$ cat src/rtl/key_press_counter_pkg.sv
// Shared definitions for push-button consumers on the practice board.
// KEY pins are active-low. The default debounce window is 10 ms at 50 MHz.
package key_press_counter_pkg;

    localparam logic KEY_PRESSED             = 1'b0;
    localparam logic KEY_RELEASED            = 1'b1;
    localparam int   DEFAULT_DEBOUNCE_CYCLES = 500000;
    localparam int   DEFAULT_LED_W           = 10;

endpackage

$ cat src/rtl/key_debounce.sv
// Handles one push button: a two-flop synchroniser, a debounce filter, and a
// detector that flags the cycle on which the filtered level becomes pressed.
// The press output is combinational. The parent module registers it.
module key_debounce
    import key_press_counter_pkg::*;
#(
    parameter int DEBOUNCE_CYCLES = DEFAULT_DEBOUNCE_CYCLES
) (
    input  logic clk,
    input  logic rst,
    input  logic key_n,
    output logic press
);

    localparam int              CNT_W    = $clog2(DEBOUNCE_CYCLES);
    localparam logic [CNT_W-1:0] CNT_LAST = CNT_W'(DEBOUNCE_CYCLES - 1);

    logic             sync1;
    logic             sync2;
    logic             stable;
    logic             stable_d;
    logic [CNT_W-1:0] cnt;

    // Bring the asynchronous pin into the clock domain. The flops idle at the released level.
    always_ff @(posedge clk) begin
        if (rst) begin
            sync1 <= KEY_RELEASED;
            sync2 <= KEY_RELEASED;
        end else begin
            sync1 <= key_n;
            sync2 <= sync1;
        end
    end

    // The stable level changes only after the new level holds for DEBOUNCE_CYCLES
    // consecutive edges. A glitch back to the stable level restarts the count.
    always_ff @(posedge clk) begin
        if (rst) begin
            stable <= KEY_RELEASED;
            cnt    <= '0;
        end else if (sync2 == stable) begin
            cnt <= '0;
        end else if (cnt == CNT_LAST) begin
            stable <= sync2;
            cnt    <= '0;
        end else begin
            cnt <= cnt + CNT_W'(1);
        end
    end

    // Keep last cycle's stable level so that the press edge can be detected.
    always_ff @(posedge clk) begin
        if (rst) begin
            stable_d <= KEY_RELEASED;
        end else begin
            stable_d <= stable;
        end
    end

    assign press = (stable_d != KEY_PRESSED) && (stable == KEY_PRESSED);

endmodule

$ cat src/rtl/key_press_counter.sv
// Debounces KEY[1:0] and drives LEDR with a wrapping press count.
// KEY[0] counts up and KEY[1] counts down. key_press carries one pulse per press.
module key_press_counter
    import key_press_counter_pkg::*;
#(
    parameter int DEBOUNCE_CYCLES = DEFAULT_DEBOUNCE_CYCLES,
    parameter int LED_W           = DEFAULT_LED_W
) (
    input  logic             clk,
    input  logic             rst,
    input  logic [1:0]       KEY,
    output logic [LED_W-1:0] LEDR,
    output logic [1:0]       key_press
);

    logic [1:0] press_evt;

    for (genvar i = 0; i < 2; i++) begin : g_key
        key_debounce #(
            .DEBOUNCE_CYCLES(DEBOUNCE_CYCLES)
        ) u_key_debounce (
            .clk  (clk),
            .rst  (rst),
            .key_n(KEY[i]),
            .press(press_evt[i])
        );
    end

    // Register the press pulses. Update the count on the same edge. Presses on
    // both keys in the same cycle cancel, so the count holds.
    always_ff @(posedge clk) begin
        if (rst) begin
            key_press <= 2'b00;
            LEDR      <= '0;
        end else begin
            key_press <= press_evt;
            case (press_evt)
                2'b01:   LEDR <= LEDR + LED_W'(1);
                2'b10:   LEDR <= LEDR - LED_W'(1);
                default: LEDR <= LEDR;
            endcase
        end
    end

endmodule

$ cat config.mk
export PLATFORM = sky130hd
export DESIGN_NAME = key_press_counter
export DESIGN_NICKNAME = d
export VERILOG_FILES = /design/src/rtl/key_press_counter_pkg.sv /design/src/rtl/key_debounce.sv /design/src/rtl/key_press_counter.sv
export SDC_FILE = /design/constraint.sdc
export NUM_CORES = 1
export LEC_CHECK = 0
export BUFFER_PORTS_ARGS = -buffer_cell sky130_fd_sc_hd__buf_2
export CAP_MARGIN = 30
export CELL_PAD_IN_SITES_DETAIL_PLACEMENT = 0
export CELL_PAD_IN_SITES_GLOBAL_PLACEMENT = 2
export CORE_UTILIZATION = 35
export CTS_BUF_LIST = sky130_fd_sc_hd__clkbuf_4 sky130_fd_sc_hd__clkbuf_8
export DETAILED_ROUTE_END_ITERATION = 12
export PLACE_DENSITY_LB_ADDON = 0.1
export SLEW_MARGIN = 20
export SYNTH_ARGS = -nofsm -noshare
export SYNTH_HDL_FRONTEND = slang
export SYNTH_SLANG_ARGS = --single-unit
export TNS_END_PERCENT = 100
$ cat constraint.sdc
create_clock -name clk -period 3.51 [get_ports clk]
set_clock_uncertainty 0.2 [all_clocks]
set_input_delay 0.702 -clock clk [delete_from_list [all_inputs] [get_ports clk]]
set_output_delay 0.702 -clock clk [all_outputs]
set_load 0.005 [all_outputs]
After elaboration in Yosys (flattened, before gate mapping)
Cells that the tools add are included.
Widths: inputs -> output; s select.
{ "totals": {"inputBits": 4, "register_bits": 58} }
{ "op_classes": {"muxes": 1, "reduce_logical": 7, "n_eq_ne": 6, "addsub": 4, "bitwise_logic": 4} }
{ "op_table": {"columns": ["operator", "count"], "rows": [
  ["$add 19x1->19 const B", 2],
  ["$eq 19x19->1 const B", 2],
  ["$pmux 10 s2", 1],
  ["$add 10x1->10 const B", 1],
  ["$sub 10x1->10 const B", 1],
  ["$reduce_or 3->1", 2],
  ["$not 1->1", 4],
  ["$reduce_and 2->1", 2],
  ["$eq 1x1->1", 2],
  ["$eq 2x1->1 const B", 1],
  ["$eq 2x2->1 const B", 1],
  ["$logic_and 1x1->1", 2],
  ["$reduce_bool 2->1", 1]
]} }

Longest topological paths before layout
{ "logic_depth": {"word_depth": 4, "depth_mapped": 12} }

Modules after synthesis
A second synthesis with hierarchy kept.
{ "unflattened": {"hier_cells": 352, "area_unflattened_um2": 3078.0} }
{ "by_module_without_submodules": {"columns": ["module", "area_each_um2", "instances", "cells_each"], "rows": [
  ["key_debounce", 997.2, 2, 110],
  ["key_press_counter", 1083.5, 1, 132]
]} }

Worst setup path before layout
Ideal clock, no wire load.
{ "synth_path": {"path_kind": "register -> register", "start": "reg g_key[1].u_key_debounce.stable", "end": "reg LEDR[6]", "stages_incl_launch_ff": 13, "path_slack_ps": 250, "synth_period_minus_slack_ps": 3260, "required_time_ps": 3187, "n_path_buf": 2, "setup_ps": 123, "arrival_ps": 2937, "path_cell_list": "dfxtp_1 -> nor2b_1 -> ha_1 -> clkbuf_1 -> buf_2 -> xor2_1 -> ha_1 -> or3_4 -> a21oi_2 -> nor3_2 -> or4_1 -> a31oi_1 -> mux2_1"} }
{ "synth_between": {"elab_chain_cells": 4, "word_cells_on_any_way": 6} }
{ "synth_lines": {"columns": ["element", "line", "rtl"], "rows": [
  ["from (decl)", "key_debounce.sv:20", "logic stable;"],
  ["from (signal assigned)", "key_debounce.sv:44", "stable <= sync2;"],
  ["$not 1->1 *", "key_debounce.sv:60", "assign press = (stable_d != KEY_PRESSED) && (stable == KEY_PRESSED);"],
  ["$logic_and 1x1->1 *", "key_debounce.sv:60", null],
  ["via g_key[1].u_key_debounce.press", "key_debounce.sv:12", "output logic press"],
  ["$eq 2x2->1 or $eq 2x1->1 (tied branches)", "key_press_counter.sv:37", "case (press_evt)"],
  ["$pmux 10 s2 or $reduce_bool 2->1 (tied branches)", null, null],
  ["to (signal assigned)", "key_press_counter.sv:38", "2'b01: LEDR <= LEDR + LED_W'(1);"],
  ["to (signal assigned)", "key_press_counter.sv:39", "2'b10: LEDR <= LEDR - LED_W'(1);"],
  ["to (decl)", "key_press_counter.sv:12", "output logic [LED_W-1:0] LEDR,"]
]} }
The timed path passes the listed nets; every way through them passes the cells marked *.
A chain may end at the register's enable or synchronous reset.

Worst setup path in the final report
{ "layout_path": {"start": "reg g_key[0].u_key_debounce.stable", "end": "reg LEDR[6]"} }
{ "layout_between": {"elab_chain_cells": 4, "word_cells_on_any_way": 6} }
{ "layout_lines": {"columns": ["element", "line"], "rows": [
  ["from (decl)", "key_debounce.sv:20"],
  ["from (signal assigned)", "key_debounce.sv:44"],
  ["$not 1->1 *", "key_debounce.sv:60"],
  ["$logic_and 1x1->1 *", "key_debounce.sv:60"],
  ["$eq 2x2->1 or $eq 2x1->1 (tied branches)", "key_press_counter.sv:37"],
  ["$pmux 10 s2 or $reduce_bool 2->1 (tied branches)", null]
]} }
Mark *: on every way between the ends. The rest lies on a longest branch, timed or not.

==> results.tsv <==
metric	value	unit
r2r-start	g_key[0].u_key_debounce.stable$_SDFFE_PP1P_	
cts_resized	0	
crit_path_max_fanout	4	
fillCellCount	803	
worstHoldStart	g_key[0].u_key_debounce.sync1$_SDFF_PP1_	
dieHeight	93.0	µm
grt_pass1_vias	2058	
path_clk_slew	0.07	ns
crit_start	g_key[0].u_key_debounce.stable$_SDFFE_PP1P_	
ant_nets	0	
cpPeakStageDelay	0.39	ns
hold_buffers	0	
setup_slack	0.599	ns
final_core_util	0.408	
first_pass_iters	4	
ys.flop_type	dfxtp_1	
ys_warn_count	0	
yosys_register_bits	58	
synth.cell_area	0.00290	mm²
drive_gt1_frac	0.130	
final-setup-viol-count	0	
final_cell_mix	dfxtp_1 (58), nor2_1 (55), xor2_1 (25)	
power.leakage	1.12	nW
viasPerCell	5.00	
seq_area_frac_synth	0.400	
maxCapViolations	0	
cpMostUsedCell	ha_1	
synth-edff-count	0	
clockRootBuffer	clkbuf_8	
synth_cell_types	49	
crit_chain	nand2b_1 -> ha_1 -> xor2_1 -> ha_1 -> or3_4 -> a21oi_2 -> nor3_2 -> or4_1 -> a31oi_1 -> mux2_1	
dieArea	0.00865	mm²
syn_inst	340	
status	finished, final reports clean	
synth_largest_area_cell	dfxtp_1	
clockBufferDepth	2	
ff2ff_path_depth	10	
clk_latency	0.33	ns
min_period	2.91	ns
syn-num-nets	350	
layout.nets	358	
io_pins	16	
crit_arrival	2.92	ns
grt_pass1_wl	9.78	mm
slowest_stage	or4_1	
total_power	1.30	mW
rsz0062_at_grt	false	
cts_tree	done	
final_hold_viol_count	0	
pre_cts_ws	0.594	ns
finalCritPeriodShare	0.829	
min_to	g_key[0].u_key_debounce.sync2$_SDFF_PP1_	
critPathRequiredTime	3.52	ns
synth_top_area_frac	0.400	
htreeDepth	3	
cts_setup_buffers	0	
power_density	402	mW/mm²
synth.area.top_cells	dfxtp_1 (40%), xor2_1 (7.5%), nor2_1 (7.1%), xnor2_1 (4.8%), nand3_1 (3.6%)	
fmaxAchievable	344	MHz
worstSetupEndpointType	flip-flop	
dieWidth	93.0	µm
cp-start-kind	flip-flop	
mostFrequentLayoutCell	dfxtp_1	
drc	0	
grtUsageTotal	0.145	
drt-wirelength-per-cell	12.8	µm
r2r_slack	0.60	ns
coreArea	0.00789	mm²
avgSynthCellArea	8.53	µm²
async_reset_ff_frac	0	
final_max_slew_viol_count	0	
fp-row-count	32	
numPortBuffers	15	
grt_max_degree	29	
crit-reg2reg-capture	LEDR[6]$_SDFFE_PP0P_	
hold_depth	1	
gp_congestion	0.713	
hpwl	3.95	mm
finalSetupTns	0	ns
cts_buffers	9	
overflow	0	
drtIter0Drc	104	
routed-via-count	2277	
tightest_slew	0.699	ns
initial_utilization	0.368	
syn2layout_area_growth	11.1	%
criticalPathCategory	reg2reg	
slew_headroom	0.530	
drt-total-wl	5.82	mm
worst_ir_drop_vdd	0.000210	V
antenna_found_initial	0	
hold_class	reg2reg	
cts.sinks	58	
antenna_cells	0	
## critical path: cells and delay by family (launching register included)
kind / cells / cell delay (ns)
multiplexers: 1 / 0.34
flip-flops: 1 / 0.33
AND/OR/NAND/NOR: 4 / 0.98
AO/OA/AOI/OAI: 2 / 0.33
adder cells (fa/ha/maj): 2 / 0.45
XOR/XNOR: 1 / 0.15
## cell families (layout without fill, tap and decap cells)
| family | count (synthesis) | count (layout) | share of synthesized area |
|---|---|---|---|
| and+or+nand+nor | 167 | 167 | 0.307 |
| DFF | 58 | 58 | 0.400 |
| xor gates and xnor gates | 41 | 41 | 0.124 |
| AOI/OAI and AO/OA | 39 | 39 | 0.0906 |
| buffers and inverters | 25 | 38 | 0.0375 |
| adders and majority gates | 6 | 6 | 0.0259 |
| muxes | 4 | 4 | 0.0147 |
## where the power goes
part	leakage (nW)	switching (mW)	internal (mW)
logic	0.555	0.0114	0.00809
registers	0.468	0.00711	0.663
clock network	0.0962	0.265	0.341
total	1.12	0.284	1.01
## worst max path at each step
stage               slack [ns]                   end  depth (start not counted)
floorplan                 0.25  LEDR[6]$_SDFFE_PP0P_                         12
global placement          0.64  LEDR[6]$_SDFFE_PP0P_                         10
detailed placement        0.59  LEDR[6]$_SDFFE_PP0P_                         10
CTS                       0.58  LEDR[6]$_SDFFE_PP0P_                         10
global route              0.45  LEDR[6]$_SDFFE_PP0P_                         10
finish                    0.60  LEDR[6]$_SDFFE_PP0P_                         10
## layer usage
| metal | vias up | track usage | share of wire |
|---|---|---|---|
| met4 | 0 | 0.0577 | 0.013 |
| met1 | 1050 | 0.197 | 0.54 |
| li1 | 1192 | - | - |
| met5 | - | 0 | 0 |
| met3 | 6 | 0.0415 | 0.025 |
| met2 | 29 | 0.213 | 0.43 |
## flip-flops by register name, summed over array words and instances, names as in the netlist
register                       cells
key_press                          2
g_key.u_key_debounce.stable_d      2
LEDR                              10
g_key.u_key_debounce.sync2         2
g_key.u_key_debounce.cnt          38
g_key.u_key_debounce.stable        2
g_key.u_key_debounce.sync1         2
## through the flow
step	instances	hold WS, ns	instance area, µm²
detailed placement	439	0.200	3030
global placement	439	0.195	3030
floorplan	340	0.189	2900
CTS	455	0.217	3220
finish	455	0.212	3220
global route	455	0.223	3220
## synthesized netlist by cell type (6+ instances only)
library cell  number
dfxtp_1           58
nor2_1            55
xor2_1            25
nand3_1           21
nand2_1           17
xnor2_1           16
clkbuf_1          13
o21ai_0           10
nor2b_1            9
a21oi_1            8
or2_2              8
nor3_1             7
nor4_1             7
buf_2              6
ha_1               6
## area by class of cell
class,count,area [µm²],share of cell area
Clock inverter,5,55.1,0.0171
Inverter,5,18.8,0.00583
Multi-Input combinational cell,257,1630,0.506
Sequential cell,58,1160,0.360
Clock buffer,11,139,0.0431
Timing Repair Buffer,17,90.1,0.0280
Tap cell,102,128,0.0396
Note: power is estimated with default switching activity, not from simulation.
